===== config.mk =====
export PLATFORM = sky130hd
export DESIGN_NAME = pipe_hazard_ctrl_flat
export DESIGN_NICKNAME = d
export VERILOG_FILES = /design/src/rtl/pipe_hazard_ctrl_if.sv /design/src/rtl/pipe_hazard_ctrl.sv /design/src/flat_wrapper.sv
export SDC_FILE = /design/constraint.sdc
export NUM_CORES = 1
export LEC_CHECK = 0
export ABC_AREA = 1
export CORE_MARGIN = 4
export CORE_UTILIZATION = 29
export CTS_BUF_LIST = sky130_fd_sc_hd__clkbuf_4
export CTS_CLUSTER_DIAMETER = 200
export DETAILED_ROUTE_END_ITERATION = 12
export PLACE_DENSITY = 0.63
export SLEW_MARGIN = 10
export SYNTH_ARGS = -nofsm -noshare
export SYNTH_HDL_FRONTEND = slang
export SYNTH_SLANG_ARGS = --single-unit
export TNS_END_PERCENT = 100

===== constraint.sdc =====
create_clock -name clk -period 1.5 [get_ports clk]
set_input_delay 0.3 -clock clk [delete_from_list [all_inputs] [get_ports clk]]
set_output_delay 0.3 -clock clk [all_outputs]
set_load 0.03 [all_outputs]

===== src/rtl/pipe_hazard_ctrl_if.sv =====
// Hazard-control bundle: ID/EX/MEM hazard inputs in, pipeline stall/flush controls out.
interface pipe_hazard_ctrl_if #(
    parameter int unsigned CNT_W = 32
);
    logic [4:0]       id_rs1addr;
    logic [4:0]       id_rs2addr;
    logic             id_uses_rs1;
    logic             id_uses_rs2;
    logic [4:0]       ex_rdaddr;
    logic             ex_regwr;
    logic [1:0]       ex_wbsel;
    logic             ex_willjmp;
    logic             mem_req;
    logic             mem_ready;

    logic             pc_stall;
    logic             if_id_stall;
    logic             id_ex_stall;
    logic             ex_mem_stall;
    logic             if_id_flush;
    logic             id_ex_flush;
    logic             pc_redirect;
    logic             mem_err;
    logic [CNT_W-1:0] stall_cnt;
    logic [CNT_W-1:0] flush_cnt;

    // Pipeline side: supplies hazard information, consumes controls
    modport master (
        output id_rs1addr, id_rs2addr, id_uses_rs1, id_uses_rs2,
        output ex_rdaddr, ex_regwr, ex_wbsel, ex_willjmp, mem_req, mem_ready,
        input  pc_stall, if_id_stall, id_ex_stall, ex_mem_stall,
        input  if_id_flush, id_ex_flush, pc_redirect, mem_err, stall_cnt, flush_cnt
    );

    // Scheduler side
    modport slave (
        input  id_rs1addr, id_rs2addr, id_uses_rs1, id_uses_rs2,
        input  ex_rdaddr, ex_regwr, ex_wbsel, ex_willjmp, mem_req, mem_ready,
        output pc_stall, if_id_stall, id_ex_stall, ex_mem_stall,
        output if_id_flush, id_ex_flush, pc_redirect, mem_err, stall_cnt, flush_cnt
    );
endinterface


===== src/rtl/pipe_hazard_ctrl.sv =====
// Stall/flush scheduler for the 5-stage pipeline: load-use bubbles, redirect
// flushes and data-memory wait freezes, plus performance counters.
module pipe_hazard_ctrl #(
    parameter int unsigned FLUSH_CYCLES = 1,
    parameter logic [1:0]  WB_MEM       = 2'b01,
    parameter int unsigned MEM_TIMEOUT  = 255,
    parameter int unsigned CNT_W        = 32
) (
    input  logic               clk,
    input  logic               rst,
    pipe_hazard_ctrl_if.slave  hz
);
    localparam int unsigned    FCNT_W    = 4;
    localparam int unsigned    TCNT_W    = 16;
    localparam logic [FCNT_W-1:0] FCNT_INIT = FCNT_W'(FLUSH_CYCLES - 1);
    localparam logic [TCNT_W-1:0] TCNT_MAX  = TCNT_W'(MEM_TIMEOUT);
    localparam bit             MULTI_FLUSH = (FLUSH_CYCLES > 1);

    typedef enum logic [1:0] {
        S_RUN     = 2'd0,
        S_FLUSH   = 2'd1,
        S_MEMWAIT = 2'd2
    } state_t;

    state_t             state_q, state_d;
    state_t             ret_q, ret_d;
    state_t             eval_state;
    logic [FCNT_W-1:0]  fcnt_q, fcnt_d;
    logic [TCNT_W-1:0]  tcnt_q, tcnt_d;
    logic               mem_err_q, mem_err_d;
    logic [CNT_W-1:0]   stall_cnt_q, flush_cnt_q;

    logic               rs1_hit, rs2_hit, load_use, mem_busy;
    logic               pc_stall_c, if_id_stall_c, id_ex_stall_c, ex_mem_stall_c;
    logic               if_id_flush_c, id_ex_flush_c, pc_redirect_c;

    // Hazard detection terms
    assign rs1_hit  = hz.id_uses_rs1 && (hz.id_rs1addr == hz.ex_rdaddr);
    assign rs2_hit  = hz.id_uses_rs2 && (hz.id_rs2addr == hz.ex_rdaddr);
    assign load_use = hz.ex_regwr && (hz.ex_wbsel == WB_MEM) && (hz.ex_rdaddr != 5'd0)
                      && (rs1_hit || rs2_hit);
    assign mem_busy = hz.mem_req && !hz.mem_ready;

    // On the release cycle of a memory wait, decisions use the saved return state
    assign eval_state = (state_q == S_MEMWAIT) ? ret_q : state_q;

    // Next-state and same-cycle control outputs, highest priority first
    always_comb begin
        state_d        = state_q;
        ret_d          = ret_q;
        fcnt_d         = fcnt_q;
        tcnt_d         = tcnt_q;
        mem_err_d      = mem_err_q;
        pc_stall_c     = 1'b0;
        if_id_stall_c  = 1'b0;
        id_ex_stall_c  = 1'b0;
        ex_mem_stall_c = 1'b0;
        if_id_flush_c  = 1'b0;
        id_ex_flush_c  = 1'b0;
        pc_redirect_c  = 1'b0;

        if (rst) begin
            if (mem_busy) begin
                pc_stall_c     = 1'b1;
                if_id_stall_c  = 1'b1;
                id_ex_stall_c  = 1'b1;
                ex_mem_stall_c = 1'b1;
                state_d        = S_MEMWAIT;
                if (state_q != S_MEMWAIT) begin
                    ret_d = state_q;
                end
                if (tcnt_q != TCNT_MAX) begin
                    tcnt_d = tcnt_q + TCNT_W'(1);
                end
                if (tcnt_d == TCNT_MAX) begin
                    mem_err_d = 1'b1;
                end
            end else begin
                tcnt_d = '0;
                if (eval_state == S_RUN && hz.ex_willjmp) begin
                    pc_redirect_c = 1'b1;
                    if_id_flush_c = 1'b1;
                    id_ex_flush_c = 1'b1;
                    if (MULTI_FLUSH) begin
                        state_d = S_FLUSH;
                        fcnt_d  = FCNT_INIT;
                    end else begin
                        state_d = S_RUN;
                    end
                end else if (eval_state == S_FLUSH) begin
                    if_id_flush_c = 1'b1;
                    id_ex_flush_c = 1'b1;
                    if (fcnt_q <= FCNT_W'(1)) begin
                        state_d = S_RUN;
                        fcnt_d  = '0;
                    end else begin
                        state_d = S_FLUSH;
                        fcnt_d  = fcnt_q - FCNT_W'(1);
                    end
                end else begin
                    state_d = S_RUN;
                    if (load_use) begin
                        pc_stall_c    = 1'b1;
                        if_id_stall_c = 1'b1;
                        id_ex_stall_c = 1'b1;
                    end
                end
            end
        end
    end

    // State, counters and sticky timeout flag
    always_ff @(posedge clk or negedge rst) begin
        if (!rst) begin
            state_q     <= S_RUN;
            ret_q       <= S_RUN;
            fcnt_q      <= '0;
            tcnt_q      <= '0;
            mem_err_q   <= 1'b0;
            stall_cnt_q <= '0;
            flush_cnt_q <= '0;
        end else begin
            state_q   <= state_d;
            ret_q     <= ret_d;
            fcnt_q    <= fcnt_d;
            tcnt_q    <= tcnt_d;
            mem_err_q <= mem_err_d;
            if (pc_stall_c) begin
                stall_cnt_q <= stall_cnt_q + CNT_W'(1);
            end
            if (pc_redirect_c) begin
                flush_cnt_q <= flush_cnt_q + CNT_W'(1);
            end
        end
    end

    assign hz.pc_stall     = pc_stall_c;
    assign hz.if_id_stall  = if_id_stall_c;
    assign hz.id_ex_stall  = id_ex_stall_c;
    assign hz.ex_mem_stall = ex_mem_stall_c;
    assign hz.if_id_flush  = if_id_flush_c;
    assign hz.id_ex_flush  = id_ex_flush_c;
    assign hz.pc_redirect  = pc_redirect_c;
    assign hz.mem_err      = mem_err_q;
    assign hz.stall_cnt    = stall_cnt_q;
    assign hz.flush_cnt    = flush_cnt_q;

endmodule


===== src/flat_wrapper.sv =====
// flat-port wrapper written by rule: the top's interface ports become plain ports
module pipe_hazard_ctrl_flat 
#(
    parameter int unsigned FLUSH_CYCLES = 1,
    parameter logic [1:0]  WB_MEM       = 2'b01,
    parameter int unsigned MEM_TIMEOUT  = 255,
    parameter int unsigned CNT_W        = 32
)
  (clk, rst, hz_id_rs1addr, hz_id_rs2addr, hz_id_uses_rs1, hz_id_uses_rs2, hz_ex_rdaddr, hz_ex_regwr, hz_ex_wbsel, hz_ex_willjmp, hz_mem_req, hz_mem_ready, hz_pc_stall, hz_if_id_stall, hz_id_ex_stall, hz_ex_mem_stall, hz_if_id_flush, hz_id_ex_flush, hz_pc_redirect, hz_mem_err, hz_stall_cnt, hz_flush_cnt);
  pipe_hazard_ctrl_if #(.CNT_W(CNT_W)) hz_i ();
  input  logic clk;
  input  logic rst;
  input wire logic [$bits(hz_i.id_rs1addr)-1:0] hz_id_rs1addr;
  input wire logic [$bits(hz_i.id_rs2addr)-1:0] hz_id_rs2addr;
  input wire logic [$bits(hz_i.id_uses_rs1)-1:0] hz_id_uses_rs1;
  input wire logic [$bits(hz_i.id_uses_rs2)-1:0] hz_id_uses_rs2;
  input wire logic [$bits(hz_i.ex_rdaddr)-1:0] hz_ex_rdaddr;
  input wire logic [$bits(hz_i.ex_regwr)-1:0] hz_ex_regwr;
  input wire logic [$bits(hz_i.ex_wbsel)-1:0] hz_ex_wbsel;
  input wire logic [$bits(hz_i.ex_willjmp)-1:0] hz_ex_willjmp;
  input wire logic [$bits(hz_i.mem_req)-1:0] hz_mem_req;
  input wire logic [$bits(hz_i.mem_ready)-1:0] hz_mem_ready;
  output wire logic [$bits(hz_i.pc_stall)-1:0] hz_pc_stall;
  output wire logic [$bits(hz_i.if_id_stall)-1:0] hz_if_id_stall;
  output wire logic [$bits(hz_i.id_ex_stall)-1:0] hz_id_ex_stall;
  output wire logic [$bits(hz_i.ex_mem_stall)-1:0] hz_ex_mem_stall;
  output wire logic [$bits(hz_i.if_id_flush)-1:0] hz_if_id_flush;
  output wire logic [$bits(hz_i.id_ex_flush)-1:0] hz_id_ex_flush;
  output wire logic [$bits(hz_i.pc_redirect)-1:0] hz_pc_redirect;
  output wire logic [$bits(hz_i.mem_err)-1:0] hz_mem_err;
  output wire logic [$bits(hz_i.stall_cnt)-1:0] hz_stall_cnt;
  output wire logic [$bits(hz_i.flush_cnt)-1:0] hz_flush_cnt;
  assign hz_i.id_rs1addr = hz_id_rs1addr;
  assign hz_i.id_rs2addr = hz_id_rs2addr;
  assign hz_i.id_uses_rs1 = hz_id_uses_rs1;
  assign hz_i.id_uses_rs2 = hz_id_uses_rs2;
  assign hz_i.ex_rdaddr = hz_ex_rdaddr;
  assign hz_i.ex_regwr = hz_ex_regwr;
  assign hz_i.ex_wbsel = hz_ex_wbsel;
  assign hz_i.ex_willjmp = hz_ex_willjmp;
  assign hz_i.mem_req = hz_mem_req;
  assign hz_i.mem_ready = hz_mem_ready;
  assign hz_pc_stall = hz_i.pc_stall;
  assign hz_if_id_stall = hz_i.if_id_stall;
  assign hz_id_ex_stall = hz_i.id_ex_stall;
  assign hz_ex_mem_stall = hz_i.ex_mem_stall;
  assign hz_if_id_flush = hz_i.if_id_flush;
  assign hz_id_ex_flush = hz_i.id_ex_flush;
  assign hz_pc_redirect = hz_i.pc_redirect;
  assign hz_mem_err = hz_i.mem_err;
  assign hz_stall_cnt = hz_i.stall_cnt;
  assign hz_flush_cnt = hz_i.flush_cnt;
  pipe_hazard_ctrl #(.FLUSH_CYCLES(FLUSH_CYCLES), .WB_MEM(WB_MEM), .MEM_TIMEOUT(MEM_TIMEOUT), .CNT_W(CNT_W)) u_core (.clk(clk), .rst(rst), .hz(hz_i));
endmodule

==> Word-level counts from Yosys, hierarchy flattened <==
Cells that the tools add are included.
{ "word_totals": {"in_bits": 25, "register_bits": 89} }
{ "classes": {"magnitude_cmp": 1, "n_eq_ne": 8, "n_mux": 24, "n_reduce_logical": 14, "addsub": 4, "bitwise": 2} }
{ "ops": {"columns": ["operator", "n"], "rows": [
  ["adder 32 x 1 -> 32 bit, second input constant", 2],
  ["two-way mux 16 bit", 4],
  ["adder 16 x 1 -> 16 bit, second input constant", 1],
  ["equality test 16 x 8 -> 1 bit, second input constant", 1],
  ["two-way mux 1 bit", 16],
  ["!= test 16 x 8 -> 1 bit, second input constant", 1],
  ["equality test 5 bit", 2],
  ["logical AND 1 bit", 7],
  ["two-way mux 2 bit", 3],
  ["AND reduction 3 bit", 2],
  ["nonzero test 5 bit", 1],
  ["equality test 2 x 1 -> 1 bit, second input constant", 2],
  ["<= comparator 4 x 1 -> 1 bit, second input constant", 1],
  ["two-way mux 4 bit", 1],
  ["AND reduction 4 bit", 1],
  ["subtractor 4 x 1 -> 4 bit, second input constant", 1],
  ["equality test 2 bit, second input constant", 1],
  ["logical NOT 2 bit", 1],
  ["!= test 2 bit, second input constant", 1],
  ["NOT 1 bit", 2],
  ["logical NOT 1 bit", 1],
  ["logical OR 1 bit", 1]
]} }

==> Logic depth before layout (Yosys ltp) <==
Gate-level depths: netlist of the first run.
{ "logic_depth": {"depth_word": 9, "mapped_depth": 11} }

==> Worst setup path before layout of the first run <==
OpenSTA, ideal clock, no wires.
{ "synth_path": {"kind": "register -> register", "from": "register u_core.stall_cnt_q[0] (netlist: u_core.hz.stall_cnt[0])", "to": "register u_core.stall_cnt_q[26] (netlist: u_core.hz.stall_cnt[26])", "path_buffers": 0, "setup_slack_ns": -0.301, "stages_incl_launch_ff": 10, "arrival_time_ns": 1.683, "cell_sequence": "dfrtp_1 -> ha_1 -> nand3_4 -> nor2_4 -> nand3_4 -> nor2_2 -> nand2_1 -> xnor2_1 -> nand2_1 -> nand2_1"} }
{ "synth_between": {"elab_chain_cells": 1} }
{ "synth_lines": {"columns": ["element", "line_no", "text"], "rows": [
  ["start: declaration", "pipe_hazard_ctrl.sv:31", "logic [CNT_W-1:0] stall_cnt_q, flush_cnt_q;"],
  ["start signal: assignment", "pipe_hazard_ctrl.sv:129", "stall_cnt_q <= stall_cnt_q + CNT_W'(1);"],
  ["adder 32 x 1 -> 32 bit", "pipe_hazard_ctrl.sv:129", null]
]} }
Every way passes these cells.
A chain may end at the register's enable or synchronous reset.

==> Final worst setup path of the first run <==
{ "layout_path": {"from": "register u_core.state_q[0]", "to": "output port hz_id_ex_stall"} }
{ "layout_between": {"elab_chain_cells": 7, "word_cells_on_any_way": 9} }
{ "layout_lines": {"columns": ["element", "line_no", "text"], "rows": [
  ["start: declaration", "pipe_hazard_ctrl.sv:25", "state_t state_q, state_d;"],
  ["start signal: assignment", "pipe_hazard_ctrl.sv:123", "state_q <= state_d;"],
  ["equality test 2 bit", "pipe_hazard_ctrl.sv:45", "assign eval_state = (state_q == S_MEMWAIT) ? ret_q : state_q;"],
  ["two-way mux 2 bit *", "pipe_hazard_ctrl.sv:45", null],
  ["equality test 2 x 1 -> 1 bit / logical NOT 2 bit (equally long branches)", "pipe_hazard_ctrl.sv:90, pipe_hazard_ctrl.sv:80", null],
  ["two-way mux 1 bit / logical AND 1 bit (equally long branches)", "pipe_hazard_ctrl.sv:90, pipe_hazard_ctrl.sv:80", null],
  ["two-way mux 1 bit *", "pipe_hazard_ctrl.sv:80", "if (eval_state == S_RUN && hz.ex_willjmp) begin"],
  ["two-way mux 1 bit *", "pipe_hazard_ctrl.sv:63", "if (mem_busy) begin"],
  ["two-way mux 1 bit *", "pipe_hazard_ctrl.sv:62", "if (rst) begin"],
  ["end: declaration", "flat_wrapper.sv:25", "output wire logic [$bits(hz_i.id_ex_stall)-1:0] hz_id_ex_stall;"]
]} }
Every way passes the cells marked *; elsewhere a longest branch is shown, timed or not.

==> results.cfg, run 1 <==
[outcome]
outcome = finished with violations
violations = setup timing

[detailed_routing]
ant_nets = 0
drt-initial-drc-count = 271
routed_wl_mm = 17.33
wl_per_cell_um = 13.28
via_count = 5938
firstDrtPassIters = 6
drc = 0
viasPerCell = 4.550

[sta]
rsz0062_at_grt = true
layout_setup_ws_ps = -581.3
maxSlewViolCount = 0
period_needed_ps = 2081
period_share_pct = 138.8
fmax_mhz = 480.5
hold_viol_final = 0
clock_skew_ps = 17.26
worstMarginPinSlew_ps = 439.0
setup_viol = 64
slew_headroom_pct = 70.73

[clock_tree]
cts_inserted_buffers = 9
clockRootBuffer = clkbuf_4
h-tree-depth = 3
cts_tree = yes
clock_latency_ps = 480
numClockSinks = 89
path_clk_slew_ps = 160
cts.path.max_buffers = 2

[power_and_ir_drop]
p_comb_share_pct = 31.1
power_density_nw_per_um2 = 757.5
max-vdd-ir-drop_v = 0.0007809
pwr-share-seq_pct = 45.3
p_switching_uw = 2293
p_int_uw = 4203
p_sw_share_pct = 35.30
clkPwrFrac_pct = 23.6
p_leak_uw = 0.004146

[logic_synthesis]
ys_seq_area_share_pct = 39.25
synth_cells = 790
syn_area_per_cell_um2 = 7.183
synthTopCellsByArea = dfrtp_1, nand2_1, xor2_1, nor2_1, nand3_1
synth_commonest_cells = nand2_1, nor2_1, dfrtp_1, inv_1, nand3_1
synth_top_area_cell = dfrtp_1
ys_ff_latch = 89
synth-warning-count = 0
synth_top_flop_cell = dfrtp_1
synthArstFlopShare_pct = 100.0
yosysTopAreaCellShare_pct = 39.25
synth_cell_types = 34
synth_area_um2 = 5674
synth_edf_count = 0
yosysMostFrequentCell = nand2_1
syn_nets = 820

[die]
start_util_pct = 29.93
die-area_um2 = 21870
ios = 97
die_x_um = 147.9
rows = 50
fp.dieH_um = 147.9
coreArea_um2 = 18960

[global_routing]
grt_pass1_wl_mm = 27.95
grt_usage_pct = 15.57
grt-ovfl-total = 0
antenna_found_initial = 0
grt_start_max_net_pins = 35
grt_pass1_vias = 5849

[finish]
area_growth_pct = 51.11
final_nets = 1070
fillers = 1900
num_antenna_cells = 0
design_area_um2 = 8574
layout-drive-gt1-share_pct = 37.99
final_cells = 1305
multi_input_area_um2 = 3393
regArea_um2 = 2281

[worst_setup_path]
reg2reg_from = u_core.state_q[0]$_DFFE_PN0P_
worstSetupEndpointType = primary output
worst-r2r-cell-count = 10
r2r_slack_ps = -210
crit_path_start = u_core.state_q[0]$_DFFE_PN0P_
r2r_end = u_core.hz.stall_cnt[10]$_DFFE_PN0P_
worst_ep_arrival_time_ps = 1780
worstPathMaxFanout = 5
required_ps = 1200
critPathKind = flip-flop to primary output
startpoint_type = flip-flop

[hold_path]
hp-class = input pin to async pin

[placement]
gp_congestion = 0.8658
place_inst = 1246
placed_area_um2 = 7859
portBuffers = 96
hpwl_mm = 12.64

[job]
cap_viol_max_count = 0
## worst max path at each step
stage	slack (ps)	cells after the start	to
2_1_floorplan	-100	7	hz_if_id_flush
3_3_place_gp	-480	10	hz_id_ex_flush
3_5_place_dp	-510	10	hz_id_ex_flush
4_1_cts	-640	7	hz_id_ex_flush
5_1_grt	-750	8	hz_id_ex_stall
6_report	-580	8	hz_id_ex_stall
## cells by family after synthesis
family	Yosys count	synth area share [%]
and+or+nand+nor	488	38.15
buffers and inverters	101	7.321
DFF	89	39.25
xor gates and xnor gates	66	10.19
AOI/OAI and AO/OA	41	3.991
adders and majority gates	5	1.103
## cell usage in the layout (no fill, tap or decap), types with 5 or more instances in the layout
cell type,instances
xor2_1,42
nand2_4,7
nor2_1,74
nand4_1,25
xnor2_1,23
clkdlybuf4s50_1,21
dfrtp_2,43
inv_2,13
buf_4,144
dfrtp_1,46
buf_2,44
clkbuf_4,9
buf_12,5
nor3_2,9
nor2_2,15
inv_1,67
nand3_2,7
nand2_2,19
buf_6,40
nor3_1,18
nor2_4,13
o21ai_0,18
o21ai_1,7
nand3_1,55
nand2_1,234
## layer usage
metal | up-vias | wire (um) | track usage (%) | share of wire, %
li1 | 3027 | - | - | -
met1 | 2745 | 7598 | 19.19 | 44
met2 | 137 | 8553 | 27.16 | 49
met3 | 29 | 862 | 4.047 | 5.0
met4 | 0 | 314 | 4.018 | 1.8
met5 | - | 0 | 0 | 0
## registers in the layout, summed over array words and instances (netlist names)
name	count
u_core.hz.flush_cnt	32
u_core.hz.stall_cnt	32
u_core.hz.mem_err	1
u_core.fcnt_q	4
u_core.ret_q	2
u_core.tcnt_q	16
u_core.state_q	2
## through the flow
step / hold slack [ps] / TNS (ps) / setup slack [ps] / utilization (%) / total power (uW)
after global placement: 257.6 / -31610 / -482.1 / 41.46 / 4700
after floorplan: 4.409 / -385.5 / -100.8 / - / 3912
after CTS: 373.6 / -9863 / -641.6 / 42.79 / 6328
after detailed placement: 262.8 / -34170 / -507.7 / 41.46 / 4724
final: 357.7 / -8855 / -581.3 / 45.23 / 6496
after global routing: 319.0 / -19730 / -752.8 / 45.23 / 6895
## power groups by stage
| stage | Combinational (uW) | Clock [uW] | Sequential, uW |
|---|---|---|---|
| 6_report | 2020 | 1530 | 2940 |
| 5_1_grt | 2220 | 1690 | 2990 |
| 2_1_floorplan | 633 | 0 | 3280 |
| 3_5_place_dp | 1730 | 0 | 3000 |
| 4_1_cts | 1810 | 1600 | 2920 |
| 3_3_place_gp | 1700 | 0 | 3000 |
## timing repair
item,in CTS,in global routing
pin swaps,9,25
endpoints found under the hold margin,9,9
buffers inserted,21,21
hold buffers,1,1
setup endpoints to repair,143,120
gates resized for setup,346,128
gates cloned,1,1
## area by class of cell
type,instances,share of cell area (%)
Timing Repair Buffer,257,24.60
Clock buffer,9,0.7880
Sequential cell,89,26.60
Clock inverter,7,0.9923
Multi-Input combinational cell,601,39.57
Tap cell,260,3.794
Inverter,82,3.648
## critical path: stages, from the launching register on
cell and delay (ps):
dfrtp_1 420, inv_2 60, a21oi_2 150, or2_1 170, nand3_2 80, nor2_2 100, nand2_2 100, nand2_4 120
buf_6 140
Note: power is estimated with default switching activity, not from simulation.
==> run 2: changes to the inputs <==
- ABC_CLOCK_PERIOD_IN_PS: not set -> 1500
- CTS_CLUSTER_DIAMETER: 200 -> 80
==> results of run 2 <==
Same layout as run 1: the final DEF is identical, and so are final timing and power.
==> run 3: changes to the inputs <==
- ABC_AREA: 1 -> 0
- PLACE_DENSITY: 0.63 -> 0.64
- SETUP_SLACK_MARGIN: not set -> 0.3
==> run 3 against run 2 <==
The flow finishes with violations (hold timing, setup timing). Worst setup slack got worse by 370 ps. Global-route usage increased by 0.85 points. Die area shrank 17%. Critical path type unchanged. Area after synthesis fell by 17%. Power rose by 0.68%. Largest cell class is now buffers. Wire length is 8.6% lower. Fmax shrank 15%. Synthesized cell count down 40%. Via count decreased by 19%. Worst hold slack lost 400 ps. Core utilization rose by 12 points.
==> results.cfg, run 3 <==
[outcome]
outcome = finished with violations
violations = hold timing, setup timing

[placement]
gp_congestion = 0.8375
hpwl_mm = 10.35
place_ws_ps = -954.9
portBuffers = 96

[power_and_ir_drop]
max-vdd-ir-drop_v = 0.0005788
power_density_nw_per_um2 = 719.0
p_leak_uw = 0.004396
p_total_uw = 6540

[sta]
clock_skew_ps = 16.89
hold_viol_final = 33
maxSlewViolCount = 0
slew_headroom_pct = 43.40
period_needed_ps = 2454
fmax_mhz = 407.5
worstMarginPinSlew_ps = 849.0
period_share_pct = 163.6
rsz0062_at_grt = true
layout_setup_ws_ps = -954.1
holdWs_ps = -37.46
setup_viol = 91

[logic_synthesis]
syn_area_per_cell_um2 = 9.844
synthArstFlopShare_pct = 100.0
yosysMostFrequentCell = dfrtp_1
synthTopCellsByArea = dfrtp_1, xnor2_1, xor2_1, nand2_1, nor2_1
synth_top_flop_cell = dfrtp_1
synth-warning-count = 0
synth_top_area_cell = dfrtp_1
ys_seq_area_share_pct = 47.53
ys_ff_latch = 89
synth_cells = 476
synth_commonest_cells = dfrtp_1, nand2_1, xnor2_1, nor2_1, xor2_1
synth_edf_count = 0
synth_cell_types = 52
synth_area_um2 = 4686
syn_nets = 506
yosysTopAreaCellShare_pct = 47.53

[job]
cap_viol_max_count = 0

[finish]
layout-drive-gt1-share_pct = 58.90
layout_common_cells = buf_4, buf_6, dfrtp_1
area_growth_pct = 94.10
fillers = 1286
final_nets = 828
layout_commonest_cell = buf_4

[global_routing]
grt_usage_pct = 16.42
antenna_found_initial = 1
grt_pass1_vias = 5049
grt_pass1_wl_mm = 24.19
grt-ovfl-total = 0
grt_start_max_net_pins = 65

[detailed_routing]
drc = 0
drt-initial-drc-count = 294
wl_per_cell_um = 15.52
ant_nets = 0
firstDrtPassIters = 4
viasPerCell = 4.740
via_count = 4835
routed_wl_mm = 15.84

[die]
coreArea_um2 = 15890
start_util_pct = 29.50
ios = 97
rows = 46
die-area_um2 = 18260
fp.dieH_um = 135.1
die_x_um = 135.1

[clock_tree]
clock_latency_ps = 460
h-tree-depth = 3
cts.path.max_buffers = 2
numClockSinks = 89
path_clk_slew_ps = 140
cts_tree = yes
cts_inserted_buffers = 9
clockRootBuffer = clkbuf_4

[worst_setup_path]
worst_ep_arrival_time_ps = 2150
reg2reg_from = u_core.state_q[0]$_DFFE_PN0P_
startpoint_type = flip-flop
r2r_slack_ps = -890
critPathKind = flip-flop to primary output
slowest_delay_ps = 420
worstSetupEndpointType = primary output
r2r_end = u_core.hz.stall_cnt[19]$_DFFE_PN0P_
required_ps = 1200
crit_slowest_cell = dfrtp_1
worst-r2r-cell-count = 11
worstPathMaxFanout = 3
path_depth = 7
path_buf_inv = 3
critPathTopFamily = simple AND/OR/NAND/NOR gates
crit_path_cell_trace = nor2b_4 -> or3b_4 -> a221oi_4 -> a21oi_2 -> buf_12 -> clkinvlp_4 -> buf_6

[hold_path]
hp-class = input pin to async pin
[run 3: changes by cell type in the layout (fill, tap and decap cells not counted), sizes merged, moves of 6 or more]
cell | before | now
nand3 | 66 | 22
nor4 | 1 | 13
and4 | 0 | 6
nand2 | 260 | 50
nor3 | 29 | 19
nand4 | 26 | 15
nor2 | 102 | 35
xor2 | 42 | 32
inv | 82 | 17
xnor2 | 24 | 47
a21oi | 4 | 14
and3 | 0 | 13
buf | 233 | 307
a31oi | 0 | 6
[run 3: how the worst max path moves through the flow]
stage                                        startpoint                                   to
after floorplan           u_core.state_q[0]$_DFFE_PN0P_                       hz_if_id_stall
after global placement                    hz_ex_willjmp  u_core.hz.stall_cnt[10]$_DFFE_PN0P_
after detailed placement                  hz_ex_willjmp  u_core.hz.stall_cnt[10]$_DFFE_PN0P_
after CTS                 u_core.state_q[1]$_DFFE_PN0P_                       hz_id_ex_stall
after global routing      u_core.state_q[0]$_DFFE_PN0P_                       hz_id_ex_stall
final                     u_core.state_q[0]$_DFFE_PN0P_                       hz_id_ex_stall
[run 3: worst reg2reg max path, delay by kind of cell (launching register included)]
kind	cells	cell delay, ps
compound gates	2	410
flops	1	420
buf+inv	5	650
xor+xnor	1	180
simple gates	3	660
[run 3: repair_timing]
item,in CTS,in global routing
gates cloned,0,0
hold endpoints to repair,33,33
setup buffers,60,36
endpoints found under the setup margin,160,158
resized for setup,551,79
pin swaps,36,55
[run 3: area by class of cell]
cell class	count	area (um^2)	area share (%)
Sequential cell	89	2257	24.82
Antenna cell	1	2.502	0.02751
Clock inverter	5	56.30	0.6191
Tap cell	216	270.3	2.972
Multi-Input combinational cell	352	3115	34.26
Timing Repair Buffer	328	3224	35.45
Inverter	18	86.33	0.9492
Clock buffer	11	82.58	0.9080
[run 3: cells by family after synthesis]
logic type	share of synthesized area (%)
AO/OA/AOI/OAI	8.919
XOR/XNOR	14.77
adder cells (fa/ha/maj)	1.335
buffers and inverters	3.391
flip-flops	47.53
multiplexers	0.6942
AND/OR/NAND/NOR	23.36
[run 3: per-stage QoR]
stage / instance area (um^2) / std cells / setup TNS, ps / utilization (%)
2_1_floorplan: 5144 / 476 / -17090 / -
3_3_place_gp: 7283 / 907 / -50830 / 45.85
6_report: 9095 / 1020 / -37710 / 57.25
4_1_cts: 8439 / 983 / -30670 / 53.13
5_1_grt: 9095 / 1020 / -45160 / 57.25
3_5_place_dp: 7283 / 907 / -52360 / 45.85
[run 3: power breakdown]
part | leakage (uW) | switching (uW) | internal [uW] | total [uW]
registers | 0.00115 | 193 | 2620 | 2810
clock network | 0.0000772 | 873 | 548 | 1420
logic | 0.00317 | 1140 | 1170 | 2310
[run 3: layer usage]
| metal | track usage (%) | up-vias | wire, um |
|---|---|---|---|
| li1 | - | 2314 | - |
| met1 | 20.16 | 2400 | 6705 |
| met2 | 28.57 | 99 | 8161 |
| met3 | 3.092 | 22 | 713 |
| met4 | 6.271 | 0 | 255 |
| met5 | 0 | - | 0 |
